===== src/rtl/trap_pkg.sv =====
// trap_pkg: shared state encoding, interrupt cause codes and machine CSR addresses
package trap_pkg;
   typedef enum logic [2:0] {IDLE, FLUSH, SAVE, VECTOR, MRET} state_t;
   localparam logic [4:0] CAUSE_SW = 5'd3;
   localparam logic [4:0] CAUSE_TIMER = 5'd7;
   localparam logic [4:0] CAUSE_EXT = 5'd11;
   localparam logic [11:0] CSR_MSTATUS = 12'h300;
   localparam logic [11:0] CSR_MIE = 12'h304;
   localparam logic [11:0] CSR_MEPC = 12'h341;
   localparam logic [11:0] CSR_MCAUSE = 12'h342;
   localparam logic [11:0] CSR_MIP = 12'h344;
   localparam logic [11:0] CSR_MTVEC = 12'h305;
endpackage


===== src/rtl/irq_prio_enc.sv =====
// irq_prio_enc: picks the highest-priority pending interrupt (ext > sw > timer)
module irq_prio_enc
   import trap_pkg::*;
(
   input  logic [31:0] pending,
   output logic        valid,
   output logic [4:0]  code
);
   // only bits 3/7/11 can ever be set, so any set bit means a valid request
   always_comb begin
      valid = |pending;
      code = pending[11] ? CAUSE_EXT : pending[3] ? CAUSE_SW : pending[7] ? CAUSE_TIMER : 5'd0;
   end
endmodule


===== src/rtl/trap_controller.sv =====
// trap_controller: machine-mode interrupt entry and MRET sequencing for the pipeline
module trap_controller
   import trap_pkg::*;
(
   input  logic        clk,
   input  logic        rst,
   input  logic        irq_sw,
   input  logic        irq_timer,
   input  logic        irq_ext,
   input  logic        mstatus_mie,
   input  logic [31:0] mie,
   input  logic        inst_valid,
   input  logic        is_mret,
   input  logic [31:0] pc_ex,
   input  logic [31:0] mtvec,
   input  logic [31:0] mepc_in,
   output logic [31:0] mip,
   output logic        stall,
   output logic        flush,
   output logic        mepc_we,
   output logic        mcause_we,
   output logic [31:0] mepc_wdata,
   output logic [31:0] mcause_wdata,
   output logic        mstatus_trap,
   output logic        mstatus_mret,
   output logic        pc_redirect,
   output logic [31:0] redirect_pc
);
   state_t      state, next;
   logic [31:0] cap_pc, pending, base;
   logic [4:0]  cap_code, irq_code;
   logic        irq_valid, take;

   assign pending = mip & mie & {32{mstatus_mie}};
   assign base = {mtvec[31:2], 2'b00};
   assign take = state == IDLE && inst_valid && !is_mret && irq_valid;

   irq_prio_enc u_enc (
      .pending(pending),
      .valid(irq_valid),
      .code(irq_code)
   );

   // state register, pending-bit sampling and capture of the trapping PC/cause
   always_ff @(posedge clk or posedge rst) begin
      if (rst) begin
         state <= IDLE;
         mip <= '0;
         cap_pc <= '0;
         cap_code <= '0;
      end else begin
         state <= next;
         mip <= {20'b0, irq_ext, 3'b0, irq_timer, 3'b0, irq_sw, 3'b0};
         if (take) begin
            cap_pc <= pc_ex;
            cap_code <= irq_code;
         end
      end
   end

   // next state and per-state strobes; every output idles at zero
   always_comb begin
      next = state;
      stall = 1'b0;
      flush = 1'b0;
      mepc_we = 1'b0;
      mcause_we = 1'b0;
      mepc_wdata = '0;
      mcause_wdata = '0;
      mstatus_trap = 1'b0;
      mstatus_mret = 1'b0;
      pc_redirect = 1'b0;
      redirect_pc = '0;
      case (state)
         IDLE: next = (inst_valid && is_mret) ? MRET : take ? FLUSH : IDLE;
         FLUSH: begin
            flush = 1'b1;
            stall = 1'b1;
            next = SAVE;
         end
         SAVE: begin
            mepc_we = 1'b1;
            mcause_we = 1'b1;
            mepc_wdata = cap_pc;
            mcause_wdata = {1'b1, 26'b0, cap_code};
            mstatus_trap = 1'b1;
            stall = 1'b1;
            next = VECTOR;
         end
         VECTOR: begin
            pc_redirect = 1'b1;
            stall = 1'b1;
            redirect_pc = (mtvec[1:0] == 2'b01) ? base + {25'b0, cap_code, 2'b00} : base;
            next = IDLE;
         end
         MRET: begin
            pc_redirect = 1'b1;
            flush = 1'b1;
            mstatus_mret = 1'b1;
            redirect_pc = mepc_in;
            next = IDLE;
         end
         default: next = IDLE;
      endcase
   end
endmodule


===== config.mk =====
export PLATFORM = sky130hd
export DESIGN_NAME = trap_controller
export DESIGN_NICKNAME = d
export VERILOG_FILES = /design/src/rtl/trap_pkg.sv /design/src/rtl/irq_prio_enc.sv /design/src/rtl/trap_controller.sv
export SDC_FILE = /design/constraint.sdc
export NUM_CORES = 1
export LEC_CHECK = 0
export CORE_UTILIZATION = 30
export DETAILED_ROUTE_END_ITERATION = 10
export GPL_TIMING_DRIVEN = 0
export PLACE_DENSITY_LB_ADDON = 0.25
export SYNTH_ARGS = -nofsm -noshare
export SYNTH_HDL_FRONTEND = slang
export SYNTH_SLANG_ARGS = --single-unit

===== constraint.sdc =====
create_clock -name clk -period 3.8 [get_ports clk]
set_input_delay 0.95 -clock clk [delete_from_list [all_inputs] [get_ports clk]]
set_output_delay 0.95 -clock clk [all_outputs]
set_load 0.02 [all_outputs]

; After elaboration in Yosys (flattened, before gate mapping)
; Index checks and enable logic that the tools add are counted.
[totals]
regBits = 43
in_bits = 136
output_inout_bits = 135
word_cells = 37
[classes]
addsub = 1
n_eq_ne = 5
muxes = 15
n_bitwise = 2
reduce_logical = 10
[ops]
columns = cell, n
row1 = 2-to-1 mux 32 bit, 3
row2 = case mux 32 bit (2 select lines), 1
row3 = adder 32 x 7 -> 32 bit, 1
row4 = bitwise AND 12 x 32 -> 32 bit, 1
row5 = bitwise AND 32 bit, 1
row6 = OR reduction 32 bit, 1
row7 = 2-to-1 mux 5 bit, 2
row8 = case mux 3 bit (3 select lines), 1
row9 = == test 3 x 2 -> 1 bit (second input constant), 2
row10 = 2-to-1 mux 1 bit, 6
row11 = 2-to-1 mux 3 bit, 2
row12 = logical AND 1 bit, 4
row13 = OR reduction 2 bit, 2
row14 = == test 3 x 1 -> 1 bit (second input constant), 1
row15 = == test 3 bit (second input constant), 1
row16 = zero test 3 bit, 1
row17 = OR reduction 3 bit, 1
row18 = == test 2 x 1 -> 1 bit (second input constant), 1
row19 = zero test 1 bit, 1

; Longest topological paths before layout
[logic_depth]
depth_word = 7
ltp_mapped = 8
depth_no_buf = 7

; By module
; Synthesis repeated with hierarchy kept, for this count alone.
[hier_totals]
cells_unflattened = 408
area_unflattened_um2 = 3683.5
[by_module_without_submodules]
columns = module, n_inst, cells_each, area_each_um2, seq_area_each_um2
row1 = trap_controller, 1, 391, 3555.9, 1076.0
row2 = irq_prio_enc, 1, 17, 127.6, 0.0

; Worst setup path before layout
; OpenSTA, ideal clock, no wires.
[synth_path]
path_kind = in2out
from = in mtvec[2]
to = out redirect_pc[14]
t_arrival_ns = 3.110
t_required_ns = 2.850
slack_ns = -0.260
stages = 8
path_buffers = 1
path_cell_list = ha_1 fa_1 a211o_1 nand4_1 clkbuf_1 nor3_1 xnor2_1 o21ai_0
[synth_via]
elab_chain_cells = 3
[synth_rtl]
columns = element, line
row1 = start: declaration, trap_controller.sv:15  ; input logic [31:0] mtvec,
row2 = adder 32 x 7 -> 32 bit, trap_controller.sv:93  ; redirect_pc = (mtvec[1:0] == 2'b01) ? base + {25'b0, cap_code, 2'b00} : base;
row3 = 2-to-1 mux 32 bit, trap_controller.sv:93
row4 = case mux 32 bit (2 select lines), trap_controller.sv:74  ; case (state)
row5 = end: declaration, trap_controller.sv:27  ; output logic [31:0] redirect_pc
; Every way passes these cells.

; Final worst setup path
[layout_path]
from = in mtvec[2]
to = out redirect_pc[20]
; The elaborated chain is that of the path after synthesis.

==> impl_metrics.csv <==
group,metric,value,unit
place,io_buffers,185,
final_layout,multiInputGateArea,0.00225,sq mm
global_routing,track_usage,19.9,%
timing,hold_viol_final,0,
die,dieArea,0.0118,sq mm
die,initial_core_util,31.1,%
logic_synthesis,yosys-top-cells-area,"dfrtp_1 (30%), buf_4 (14%), mux2_2 (11%)",
power_and_ir_drop,ir_drop,368,uV
global_routing,antenna_found_initial,1,
logic_synthesis,ys_types,49,
status,status,"finished clean",
logic_synthesis,syn_area,0.00341,sq mm
worst_setup_path,crit_fanout,5,
drt,wl_per_cell,15.2,um
timing,holdWs,496,ps
logic_synthesis,yosysSeqAreaShare,30.1,%
drt,wl_met1,4520,um
worst_setup_path,startpoint_type,"input pin",
final_layout,fin_cells,798,
die,rows,38,
drt,vias,3576,
logic_synthesis,synth_warnings,0,
place,dp.cells,764,
drt,vias_per_cell,4.48,
clock_tree,clock_path_buffers,2,
global_routing,grt_pass1_vias,3486,
timing,worstMarginPinSlew,869,ps
clock_tree,cts.clk_slew.worst_paths,60,ps
timing,period_minus_slack,3800,ps
clock_tree,insertion_delay,280,ps
worst_setup_path,worstSetupPathType,"input pin to output pin",
place,dp_hpwl,9160,um
worst_setup_path,cpPeakStageDelay,340,ps
place,placed_area,0.00565,sq mm
die,die_w,109,um
final_layout,seqCellArea,0.00103,sq mm
logic_synthesis,yosys.cell_count.top_type,"buf_4",
drt,dr.pass1.iters,4,
timing,final-max-slew-violation-count,0,
die,die_h,109,um
drt,route.detailed.drc,0,
timing,rsz0062_at_grt,"true",
logic_synthesis,synth_edf_count,0,
run,maxCapViolations,0,
drt,antenna_left,0,
logic_synthesis,yosys-top-cells-count,"buf_4 (62), dfrtp_1 (41), and2_1 (37), nand2_1 (35), mux2_2 (33)",
power_and_ir_drop,p_leak,2.83,nW
drt,wl_met2,6340,um
timing,relSlewSlack,42.0,%
power_and_ir_drop,finalPower,3.28,mW
drt,wl_met3,1080,um
worst_setup_path,cp_cell_sequence,"buf_8 -> ha_4 -> fa_2 -> a211o_1 -> nand4_1 -> buf_4 -> buf_8 -> nor3_2 -> xnor2_1 -> o21ai_1 -> buf_4",
final_layout,finalNetCount,797,
global_routing,gr-total-overflow,0,
clock_tree,clkSinkCount,41,
clock_tree,h-tree-depth,2,
global_routing,grt_pass1_wl,18200,um
logic_synthesis,netlist_instances,384,
clock_tree,cts_tree,"built",
die,pin_count,271,
timing,fin_crit_sh,99.9,%
logic_synthesis,synth.top_cell.area_share,30.1,%
drt,dr.first_iter.drc_count,123,
final_layout,design_area,0.00623,sq mm
worst_setup_path,crit_required,2850,ps
final_layout,drive_gt1_share,32.4,%
clock_tree,numCtsBuffers,5,
global_routing,grt_max_degree,42,
worst_setup_path,arrival,2850,ps
place,place_congestion,0.849,
clock_tree,cts_hold_buf,0,
worst_setup_path,slowest_stage,"fa_2",
logic_synthesis,ys.flop_type,"dfrtp_1",
timing,layout_setup_ws,4.46,ps
timing,setup_viol,0,
logic_synthesis,postSynthAreaPerCell,8.89,sq um
place,dpl_worst_slack,-1270,ps
power_and_ir_drop,power_density,527,mW/mm^2
final_layout,syn2layout_area_growth,82.5,%
drt,routed_wl,12200,um
min_path,holdCritPathClass,"register to register",
timing,finClkSkew,2.21,ps
drt,maxUsedRoutingLayer,"met4",
logic_synthesis,async_flop_share,100,%
worst_setup_path,worstSetupEndpointType,"output pin",
clock_tree,cts_root_buffer,"clkbuf_16",
timing,fmax,0.263,GHz
logic_synthesis,yosysTopAreaCell,"dfrtp_1",
final_layout,nFillCells,970,
logic_synthesis,ys_ff_latch,41,
die,core-area,0.0110,sq mm
## stage by stage
step	TNS, ps	util, %
2_1_floorplan	0	-
3_3_place_gp	-26550	51.4
3_5_place_dp	-28050	51.4
4_1_cts	-478	54.9
5_1_grt	-225	56.7
6_report	0	56.7
## flip-flops by register name, indices dropped and copies added, names as in the netlist
register,flops
state,3
mip,3
cap_pc,32
cap_code,3
## logic make-up (layout without fill, tap and decap cells)
logic type,Yosys count,in the layout,share of synthesized area (%)
xor gates and xnor gates,29,29,7.44
other,1,57,0.110
buffers and inverters,89,307,16.9
DFF,41,41,30.1
adders and majority gates,5,5,2.05
muxes,35,35,11.5
AOI/OAI and AO/OA,45,45,7.59
and+or+nand+nor,139,139,24.3
## critical path: cells and delay by family
family	cells	cell delay, ps
xor gates and xnor gates	1	130
AOI/OAI and AO/OA	2	500
adders and majority gates	2	490
buffers and inverters	4	550
and+or+nand+nor	2	230
## final timing paths
path	depth (start not counted)	end	slack [ps]	from
hold / removal	1	cap_pc[25]$_DFFE_PP0N_	500	cap_pc[25]$_DFFE_PP0N_
min in group asynchronous	2	cap_pc[17]$_DFFE_PP0N_	1180	rst
hold reg to reg	1	cap_pc[25]$_DFFE_PP0N_	500	cap_pc[25]$_DFFE_PP0N_
max in group asynchronous	2	cap_pc[1]$_DFFE_PP0N_	2080	rst
setup / recovery	11	redirect_pc[20]	4	mtvec[2]
setup reg to reg	7	cap_pc[31]$_DFFE_PP0N_	1380	state[0]$_DFF_PP0_
## cell type report
cell class                      instances  area share [%]
Timing Repair Buffer                  210            31.8
Buffer                                 81            9.47
Clock buffer                            7            2.29
Clock inverter                          1           0.482
Sequential cell                        41            16.5
Multi-Input combinational cell        309            36.1
Tap cell                              140            2.81
Inverter                                8           0.482
Antenna cell                            1          0.0402
## cells in the final DEF (no fill, tap or decap), types with 3 or more instances in the layout
cell type	synthesis	layout
clkdlybuf4s50_1	0	140
buf_4	62	103
conb_1	1	56
dfrtp_1	41	41
and2_1	37	37
nand2_1	35	34
mux2_2	33	33
xnor2_1	27	25
o21ai_1	7	16
buf_2	3	11
o21ai_0	20	11
clkbuf_1	13	10
nor2_1	11	9
clkbuf_2	0	9
nand4_1	8	8
inv_1	8	7
nor4_4	3	7
nand3_1	8	7
a21oi_1	7	6
clkbuf_16	0	5
or2_2	4	4
buf_8	0	4
ha_4	0	4
dlygate4sd2_1	0	4
dlymetal6s2s_1	0	4
nor3_2	0	3
nor4_2	2	3
nor3_4	0	3
## report_power, final
group | switching [mW] | internal (mW)
Combinational | 0.991 | 1.05
Clock | 0.164 | 0.328
Sequential | 0.111 | 0.632
## per-layer routing
metal,vias up,global-route usage [%]
li1,1728,-
met1,1660,21.4
met2,168,37.9
met3,20,5.02
met4,0,5.79
met5,-,0
## repair_timing
action,CTS,global route
endpoints found under the setup margin,63,38
resized for setup,184,60
setup buffers,10,12
cloned,3,0
pin swaps,15,28
(Power assumes the default switching activity.)
